`src/rtl/life_pkg.sv`:
```
// Shared types, constants and the Game-of-Life cell rule for the step sequencer.
package life_pkg;

    typedef enum logic [2:0] {
        ST_IDLE      = 3'd0,
        ST_LOAD_PLOT = 3'd1,
        ST_SCAN      = 3'd2,
        ST_SCAN_PLOT = 3'd3,
        ST_SWAP      = 3'd4
    } life_state_e;

    localparam logic [2:0] COLOUR_ALIVE = 3'b111;
    localparam logic [2:0] COLOUR_DEAD  = 3'b000;

    // Birth on exactly three neighbours, survival on two or three.
    function automatic logic life_rule(input logic alive, input logic [3:0] n);
        return (n == 4'd3) || (alive && (n == 4'd2));
    endfunction

endpackage

```
`src/rtl/life_neighbour_count.sv`:
```
// Combinational count of live 8-neighbours of cell (row,col); cells outside the
// grid count as dead. The grid is embedded in a zero border so every 3x3 window
// is an in-range slice and no edge special-casing is needed at run time.
module life_neighbour_count
    import life_pkg::*;
#(
    parameter int GRID_W = 4,
    parameter int GRID_H = 4,
    parameter int ROW_W  = $clog2(GRID_H),
    parameter int COL_W  = $clog2(GRID_W)
) (
    input  logic [GRID_W*GRID_H-1:0] i_grid,
    input  logic [ROW_W-1:0]         i_row,
    input  logic [COL_W-1:0]         i_col,
    output logic [3:0]               o_count
);

    localparam int PW     = GRID_W + 2;
    localparam int PH     = GRID_H + 2;
    localparam int BASE_W = $clog2(PW * PH);

    logic [PW*PH-1:0]  w_padded;
    logic [BASE_W-1:0] w_base_top;
    logic [BASE_W-1:0] w_base_ml;
    logic [BASE_W-1:0] w_base_mr;
    logic [BASE_W-1:0] w_base_bot;
    logic [2:0]        w_top;
    logic [2:0]        w_bot;
    logic              w_ml;
    logic              w_mr;

    genvar gi, gj;
    generate
        for (gi = 0; gi < PH; gi++) begin : g_row
            for (gj = 0; gj < PW; gj++) begin : g_col
                if (gi == 0 || gi == PH - 1 || gj == 0 || gj == PW - 1) begin : g_border
                    assign w_padded[gi*PW + gj] = 1'b0;
                end else begin : g_cell
                    assign w_padded[gi*PW + gj] = i_grid[(gi-1)*GRID_W + (gj-1)];
                end
            end
        end
    endgenerate

    // Grid cell (r,c) sits at padded (r+1,c+1), so its window starts at padded (r,c).
    always_comb begin
        w_base_top = BASE_W'(int'(i_row) * PW + int'(i_col));
        w_base_ml  = BASE_W'((int'(i_row) + 1) * PW + int'(i_col));
        w_base_mr  = BASE_W'((int'(i_row) + 1) * PW + int'(i_col) + 2);
        w_base_bot = BASE_W'((int'(i_row) + 2) * PW + int'(i_col));
        w_top      = w_padded[w_base_top +: 3];
        w_bot      = w_padded[w_base_bot +: 3];
        w_ml       = w_padded[w_base_ml];
        w_mr       = w_padded[w_base_mr];
    end

    assign o_count = {3'b000, w_top[0]} + {3'b000, w_top[1]} + {3'b000, w_top[2]}
                   + {3'b000, w_ml}     + {3'b000, w_mr}
                   + {3'b000, w_bot[0]} + {3'b000, w_bot[1]} + {3'b000, w_bot[2]};

endmodule

```
`src/rtl/life_step_sequencer.sv`:
```
// Game-of-Life sequencer: owns the cell grid, accepts cell loads, computes one
// generation per step or rate tick, and emits one pixel write per changed cell.
module life_step_sequencer
    import life_pkg::*;
#(
    parameter int GRID_W   = 4,
    parameter int GRID_H   = 4,
    parameter int COORD_W  = 8,
    parameter int TICK_DIV = 5000000,
    parameter int GEN_W    = 16
) (
    input  logic               i_clock,
    input  logic               i_reset,
    input  logic               i_run,
    input  logic               i_step,
    input  logic               i_load_valid,
    input  logic [COORD_W-1:0] i_load_x,
    input  logic [COORD_W-1:0] i_load_y,
    output logic               o_load_ready,
    output logic [COORD_W-1:0] o_plot_x,
    output logic [COORD_W-1:0] o_plot_y,
    output logic [2:0]         o_plot_colour,
    output logic               o_plot_valid,
    input  logic               i_plot_ready,
    output logic               o_busy,
    output logic [GEN_W-1:0]   o_generation
);

    localparam int N_CELLS = GRID_W * GRID_H;
    localparam int CELL_W  = $clog2(N_CELLS);
    localparam int ROW_W   = $clog2(GRID_H);
    localparam int COL_W   = $clog2(GRID_W);
    localparam int TICK_W  = $clog2(TICK_DIV);

    localparam logic [COL_W-1:0]  COL_LAST    = COL_W'(GRID_W - 1);
    localparam logic [CELL_W-1:0] CELL_LAST   = CELL_W'(N_CELLS - 1);
    localparam logic [TICK_W-1:0] TICK_RELOAD = TICK_W'(TICK_DIV - 1);

    life_state_e          r_state;
    life_state_e          w_state_next;
    logic [N_CELLS-1:0]   r_cur;
    logic [N_CELLS-1:0]   r_nxt;
    logic [CELL_W-1:0]    r_idx;
    logic [ROW_W-1:0]     r_row;
    logic [COL_W-1:0]     r_col;
    logic [COORD_W-1:0]   r_plot_x;
    logic [COORD_W-1:0]   r_plot_y;
    logic [2:0]           r_plot_colour;
    logic [GEN_W-1:0]     r_generation;
    logic [TICK_W-1:0]    r_tick_cnt;
    logic                 r_tick_pend;

    logic [3:0]           w_ncount;
    logic                 w_cur_cell;
    logic                 w_next_cell;
    logic                 w_last_cell;
    logic                 w_tick_fire;
    logic                 w_load_in_range;
    logic [CELL_W-1:0]    w_load_idx;
    logic                 w_load_set;
    logic                 w_start_scan;
    logic                 w_scan_plot;
    logic                 w_advance;
    logic                 w_do_swap;

    life_neighbour_count #(
        .GRID_W (GRID_W),
        .GRID_H (GRID_H),
        .ROW_W  (ROW_W),
        .COL_W  (COL_W)
    ) u_count (
        .i_grid  (r_cur),
        .i_row   (r_row),
        .i_col   (r_col),
        .o_count (w_ncount)
    );

    assign w_cur_cell      = r_cur[r_idx];
    assign w_next_cell     = life_rule(w_cur_cell, w_ncount);
    assign w_last_cell     = (r_idx == CELL_LAST);
    assign w_tick_fire     = i_run && (r_tick_cnt == '0);
    assign w_load_in_range = (int'(i_load_x) < GRID_W) && (int'(i_load_y) < GRID_H);
    assign w_load_idx      = CELL_W'(int'(i_load_y) * GRID_W + int'(i_load_x));
    assign w_do_swap       = (r_state == ST_SWAP);

    // Next-state decode plus single-cycle control strobes for the datapath.
    always_comb begin
        w_state_next = r_state;
        w_load_set   = 1'b0;
        w_start_scan = 1'b0;
        w_scan_plot  = 1'b0;
        w_advance    = 1'b0;
        case (r_state)
            ST_IDLE: begin
                // A load always wins the cycle; an out-of-range load is simply consumed.
                if (i_load_valid) begin
                    if (w_load_in_range) begin
                        w_load_set   = 1'b1;
                        w_state_next = ST_LOAD_PLOT;
                    end
                end else if (i_step || r_tick_pend) begin
                    w_start_scan = 1'b1;
                    w_state_next = ST_SCAN;
                end
            end
            ST_LOAD_PLOT: begin
                if (i_plot_ready) begin
                    w_state_next = ST_IDLE;
                end
            end
            ST_SCAN: begin
                if (w_next_cell != w_cur_cell) begin
                    w_scan_plot  = 1'b1;
                    w_state_next = ST_SCAN_PLOT;
                end else begin
                    w_advance    = 1'b1;
                    w_state_next = w_last_cell ? ST_SWAP : ST_SCAN;
                end
            end
            ST_SCAN_PLOT: begin
                if (i_plot_ready) begin
                    w_advance    = 1'b1;
                    w_state_next = w_last_cell ? ST_SWAP : ST_SCAN;
                end
            end
            ST_SWAP: begin
                w_state_next = ST_IDLE;
            end
            default: begin
                w_state_next = ST_IDLE;
            end
        endcase
    end

    // State register.
    always_ff @(posedge i_clock or posedge i_reset) begin
        if (i_reset) begin
            r_state <= ST_IDLE;
        end else begin
            r_state <= w_state_next;
        end
    end

    // Scan index walks the grid row-major; it stays put while a plot is stalled.
    always_ff @(posedge i_clock or posedge i_reset) begin
        if (i_reset) begin
            r_idx <= '0;
            r_row <= '0;
            r_col <= '0;
        end else if (w_start_scan) begin
            r_idx <= '0;
            r_row <= '0;
            r_col <= '0;
        end else if (w_advance && !w_last_cell) begin
            r_idx <= r_idx + 1'b1;
            if (r_col == COL_LAST) begin
                r_col <= '0;
                r_row <= r_row + 1'b1;
            end else begin
                r_col <= r_col + 1'b1;
            end
        end
    end

    // Grid storage: loads set cur, the scan fills nxt, and swap publishes nxt as cur.
    always_ff @(posedge i_clock or posedge i_reset) begin
        if (i_reset) begin
            r_cur <= '0;
            r_nxt <= '0;
        end else begin
            if (w_load_set) begin
                r_cur[w_load_idx] <= 1'b1;
            end
            if (r_state == ST_SCAN) begin
                r_nxt[r_idx] <= w_next_cell;
            end
            if (w_do_swap) begin
                r_cur <= r_nxt;
            end
        end
    end

    // Pixel registers are captured only when a plot is launched, so they hold during stalls.
    always_ff @(posedge i_clock or posedge i_reset) begin
        if (i_reset) begin
            r_plot_x      <= '0;
            r_plot_y      <= '0;
            r_plot_colour <= COLOUR_DEAD;
        end else if (w_load_set) begin
            r_plot_x      <= i_load_x;
            r_plot_y      <= i_load_y;
            r_plot_colour <= COLOUR_ALIVE;
        end else if (w_scan_plot) begin
            r_plot_x      <= COORD_W'(r_col);
            r_plot_y      <= COORD_W'(r_row);
            r_plot_colour <= w_next_cell ? COLOUR_ALIVE : COLOUR_DEAD;
        end
    end

    // Completed-generation counter, wrapping naturally.
    always_ff @(posedge i_clock or posedge i_reset) begin
        if (i_reset) begin
            r_generation <= '0;
        end else if (w_do_swap) begin
            r_generation <= r_generation + 1'b1;
        end
    end

    // Rate divider and one-deep pending tick; a tick landing on the cycle a
    // generation starts is merged into that generation.
    always_ff @(posedge i_clock or posedge i_reset) begin
        if (i_reset) begin
            r_tick_cnt  <= TICK_RELOAD;
            r_tick_pend <= 1'b0;
        end else begin
            if (i_run) begin
                r_tick_cnt <= (r_tick_cnt == '0) ? TICK_RELOAD : r_tick_cnt - 1'b1;
            end
            if (w_start_scan) begin
                r_tick_pend <= 1'b0;
            end else if (w_tick_fire) begin
                r_tick_pend <= 1'b1;
            end
        end
    end

    assign o_load_ready  = (r_state == ST_IDLE) && !i_reset;
    assign o_busy        = (r_state != ST_IDLE);
    assign o_plot_valid  = (r_state == ST_LOAD_PLOT) || (r_state == ST_SCAN_PLOT);
    assign o_plot_x      = r_plot_x;
    assign o_plot_y      = r_plot_y;
    assign o_plot_colour = r_plot_colour;
    assign o_generation  = r_generation;

endmodule
```
`config.mk`:
```
export PLATFORM = sky130hd
export DESIGN_NAME = life_step_sequencer
export DESIGN_NICKNAME = d
export VERILOG_FILES = /design/src/rtl/life_pkg.sv /design/src/rtl/life_neighbour_count.sv /design/src/rtl/life_step_sequencer.sv
export SDC_FILE = /design/constraint.sdc
export NUM_CORES = 1
export LEC_CHECK = 0
export CORE_UTILIZATION = 63
export DETAILED_ROUTE_END_ITERATION = 10
export GPL_TIMING_DRIVEN = 0
export PLACE_DENSITY = 0.95
export REMOVE_ABC_BUFFERS = 1
export SLEW_MARGIN = 20
export SYNTH_ARGS = -nofsm -noshare
export SYNTH_HDL_FRONTEND = slang
export SYNTH_SLANG_ARGS = --single-unit
```
`constraint.sdc`:
```
create_clock -name i_clock -period 12.8 [get_ports i_clock]
set_clock_uncertainty 0.15 [all_clocks]
set_input_delay 1.92 -clock i_clock [delete_from_list [all_inputs] [get_ports i_clock]]
set_output_delay 1.92 -clock i_clock [all_outputs]
set_load 0.01 [all_outputs]
```
==> results.json <==
{
  "status": "complete, no violations",
  "io_pins": 60,
  "synth_compound_area_share_pct": 13.03,
  "hp-class": "reg -> reg",
  "p_switching_w": 0.0004310,
  "final-setup-viol-count": 0,
  "clkPwrFrac_pct": 18.4,
  "post_drt_wl_per_cell_um": 17.74,
  "die_area_mm2": 0.01024,
  "chipWidth_um": 101.2,
  "clockBufferDepth": 2,
  "maxCapViolations": 0,
  "cts-root-buf": "clkbuf_8",
  "cp_max_fo": 12,
  "grt_util_all_layers_pct": 29.95,
  "arrival_ps": 7770,
  "hold_start": "o_generation[15]$_DFFE_PP0P_",
  "grt_pass1_wl_um": 23860,
  "fmax_mhz": 131.5,
  "start_util_pct": 66.17,
  "grt_start_max_net_pins": 54,
  "synthSimpleGateAreaFrac_pct": 18.85,
  "crit_type": "reg -> reg",
  "synth_top_family_by_area": "simple AND/OR/NAND/NOR gates",
  "synth-xor-area-share_pct": 6.295,
  "wl_um": 14460,
  "start_kind": "flip-flop",
  "clock-sinks": 100,
  "p_sw_share_pct": 40.45,
  "cp_data_required_time_ps": 12960,
  "fin_crit_ps": 7607,
  "finalHoldViolCount": 0,
  "h-tree-depth": 3,
  "core-area_mm2": 0.009371,
  "cts_hold_buf": 0,
  "synth-warning-count": 0,
  "ff2ff_path_depth": 21,
  "seq_power_share_pct": 42.0,
  "post-route-util_pct": 75.45,
  "grt_pass1_vias": 5002,
  "drtIter0Drc": 369,
  "synth-async-reset-ratio_pct": 100.0,
  "synthCells": 639,
  "crit_path_end_kind": "flip-flop",
  "post_synth_num_cell_types": 68,
  "antenna_left": 0,
  "multi_input_area_mm2": 0.003467,
  "holdPathStages": 1,
  "fill_cells": 606,
  "synthMuxAreaShare_pct": 10.82,
  "reg2reg_to": "o_plot_y[4]$_DFFE_PP0P_",
  "clock_latency_ps": 380,
  "diodes": 0,
  "hpwlAfterDp_um": 10460,
  "cts_tree": "built",
  "relSlewSlack_pct": 36.75,
  "rows": 35,
  "maxSlewViolCount": 0,
  "final_cell_mix": "87 x dfrtp_1, 65 x nand2_1, 59 x clkdlybuf4s50_1",
  "r2r_slack_ps": 5190,
  "cts_post_setup_buffers_inserted": 0,
  "viasPerCell": 6.347,
  "cts_inserted_buffers": 9,
  "ys_seq_area_share_pct": 40.62,
  "final_common_cell": "dfrtp_1",
  "place_congestion": 0.9455,
  "internal_power_w": 0.0006346,
  "tns_ps": 0,
  "register_area_mm2": 0.002519,
  "drive_above_1_share_pct": 11.52,
  "cts_resized": 0,
  "tightest_slew_ps": 948.8,
  "p_comb_share_pct": 39.6,
  "vias": 5173,
  "final_cell_area_mm2": 0.007071,
  "avgSynthCellArea_um2": 9.704,
  "p_leak_nw": 3.003,
  "die_y_um": 101.2,
  "antenna_found_initial": 0,
  "grt.overflow.total": 0,
  "synth_edf_count": 0,
  "reg2reg_from": "r_row[0]$_DFFE_PP0P_",
  "fin_nets": 733,
  "ir_drop_mv": 0.1185,
  "clkTransAtPathRegs_ps": 100,
  "ys_seq_elements": 100,
  "holdPathEnd": "o_generation[15]$_DFFE_PP0P_",
  "syn-cell-area_mm2": 0.006201,
  "drt_pass1_iterations": 6,
  "port_buffers": 59,
  "synth_adder_area_share_pct": 6.659,
  "placed_cell_area_mm2": 0.006868,
  "grt_setup_unrepaired": "no",
  "period_share_pct": 59.43,
  "pwr_density_cell_mw_per_mm2": 150.7,
  "ys.flop_type": "dfrtp_1",
  "area_growth_pct": 14.02,
  "drc": 0
}
cell type report:
cell class / count / share of cell area (%)
clock inverters: 7 / 0.9556
multi-input cells: 484 / 49.04
repair buffers: 62 / 9.007
inverters: 24 / 1.345
well taps: 129 / 2.283
clock buffers: 9 / 1.752
flip-flops and latches: 100 / 35.62
kinds of logic after synthesis:
logic type                 after synthesis
buffers and inverters                   55
DFF                                    100
muxes                                   54
and+or+nand+nor                        232
AOI/OAI and AO/OA                      125
xor gates and xnor gates                43
adders and majority gates               30
per-stage QoR:
step / total power, W / instances / hold WS, ps / worst slack [ps]
6_report: 0.001066 / 815 / 330.5 / 5193
5_1_grt: 0.001127 / 815 / 336.4 / 4757
4_1_cts: 0.001055 / 815 / 330.7 / 5175
3_5_place_dp: 0.0008563 / 799 / 309.4 / 5209
3_3_place_gp: 0.0008324 / 796 / 309.3 / 5452
2_1_floorplan: 0.0007266 / 608 / 294.4 / 6146
worst max-delay path by stage:
stage,startpoint,endpoint,depth (start not counted)
2_1_floorplan,r_row[0]$_DFFE_PP0P_,r_col[0]$_DFFE_PP0P_,22
5_1_grt,r_row[0]$_DFFE_PP0P_,o_plot_x[3]$_DFFE_PP0P_,21
3_3_place_gp,r_row[0]$_DFFE_PP0P_,r_nxt[12]$_DFFE_PP0P_,20
6_report,r_row[0]$_DFFE_PP0P_,o_plot_y[4]$_DFFE_PP0P_,21
3_5_place_dp,r_row[0]$_DFFE_PP0P_,o_plot_y[4]$_DFFE_PP0P_,22
4_1_cts,r_row[0]$_DFFE_PP0P_,o_plot_y[4]$_DFFE_PP0P_,22
Yosys cell counts, drive strengths merged, types with 3 or more instances:
master | number | area share, %
a21oi | 30 | 2.4
a22o | 5 | 0.71
a22oi | 8 | 1.1
a41oi | 5 | 0.71
and2 | 17 | 1.7
and3 | 5 | 0.59
buf | 10 | 1.0
clkbuf | 21 | 1.3
dfrtp | 87 | 35
dfstp | 13 | 5.5
fa | 5 | 1.6
ha | 25 | 5.0
inv | 23 | 1.4
mux2 | 24 | 4.4
mux2i | 22 | 3.6
mux4 | 8 | 2.9
nand2 | 65 | 3.9
nand2b | 5 | 0.50
nand3 | 36 | 2.9
nand4 | 9 | 0.91
nor2 | 42 | 2.6
nor2b | 11 | 1.1
nor3 | 16 | 1.3
nor4 | 11 | 1.6
o21ai | 42 | 3.4
o22ai | 5 | 0.50
o31ai | 3 | 0.44
or3 | 7 | 0.71
xnor2 | 27 | 3.8
xor2 | 15 | 2.1
power groups by stage:
stage	clock network, W	registers [W]	logic (W)
6_report	0.000196	0.000448	0.000422
5_1_grt	0.000212	0.000455	0.000459
4_1_cts	0.000199	0.000446	0.000411
3_5_place_dp	0	0.000451	0.000405
3_3_place_gp	0	0.000445	0.000388
2_1_floorplan	0	0.000438	0.000288
registers in the layout, summed over array words and instances (netlist names):
| name | flops |
|---|---|
| o_generation | 16 |
| o_plot_colour | 1 |
| o_plot_x | 8 |
| o_plot_y | 8 |
| r_col | 2 |
| r_cur | 16 |
| r_idx | 4 |
| r_nxt | 16 |
| r_row | 2 |
| r_state | 3 |
| r_tick_cnt | 23 |
| r_tick_pend | 1 |
metal layers:
layer	global-route usage (%)	vias to the layer above	wire length, µm
met5	0	-	0
met4	14.16	0	516
met3	5.797	57	967
met2	51.07	258	7229
met1	36.89	2485	5746
li1	-	2373	-
critical path, stage by stage, from the launching register on:
cell and delay [ps]:
dfrtp_1 620, inv_1 190, ha_1 410, ha_1 270
xor2_1 720, mux4_2 610, a22oi_1 210, o22ai_1 120
ha_1 290, inv_1 50, fa_1 500, fa_1 490
inv_1 50, fa_1 470, inv_1 100, fa_1 430
nor4b_1 310, a22oi_1 300, a21boi_1 290, o21a_4 270
nor2_1 470, and2_1 220
Note: power is estimated with default switching activity, not from simulation.
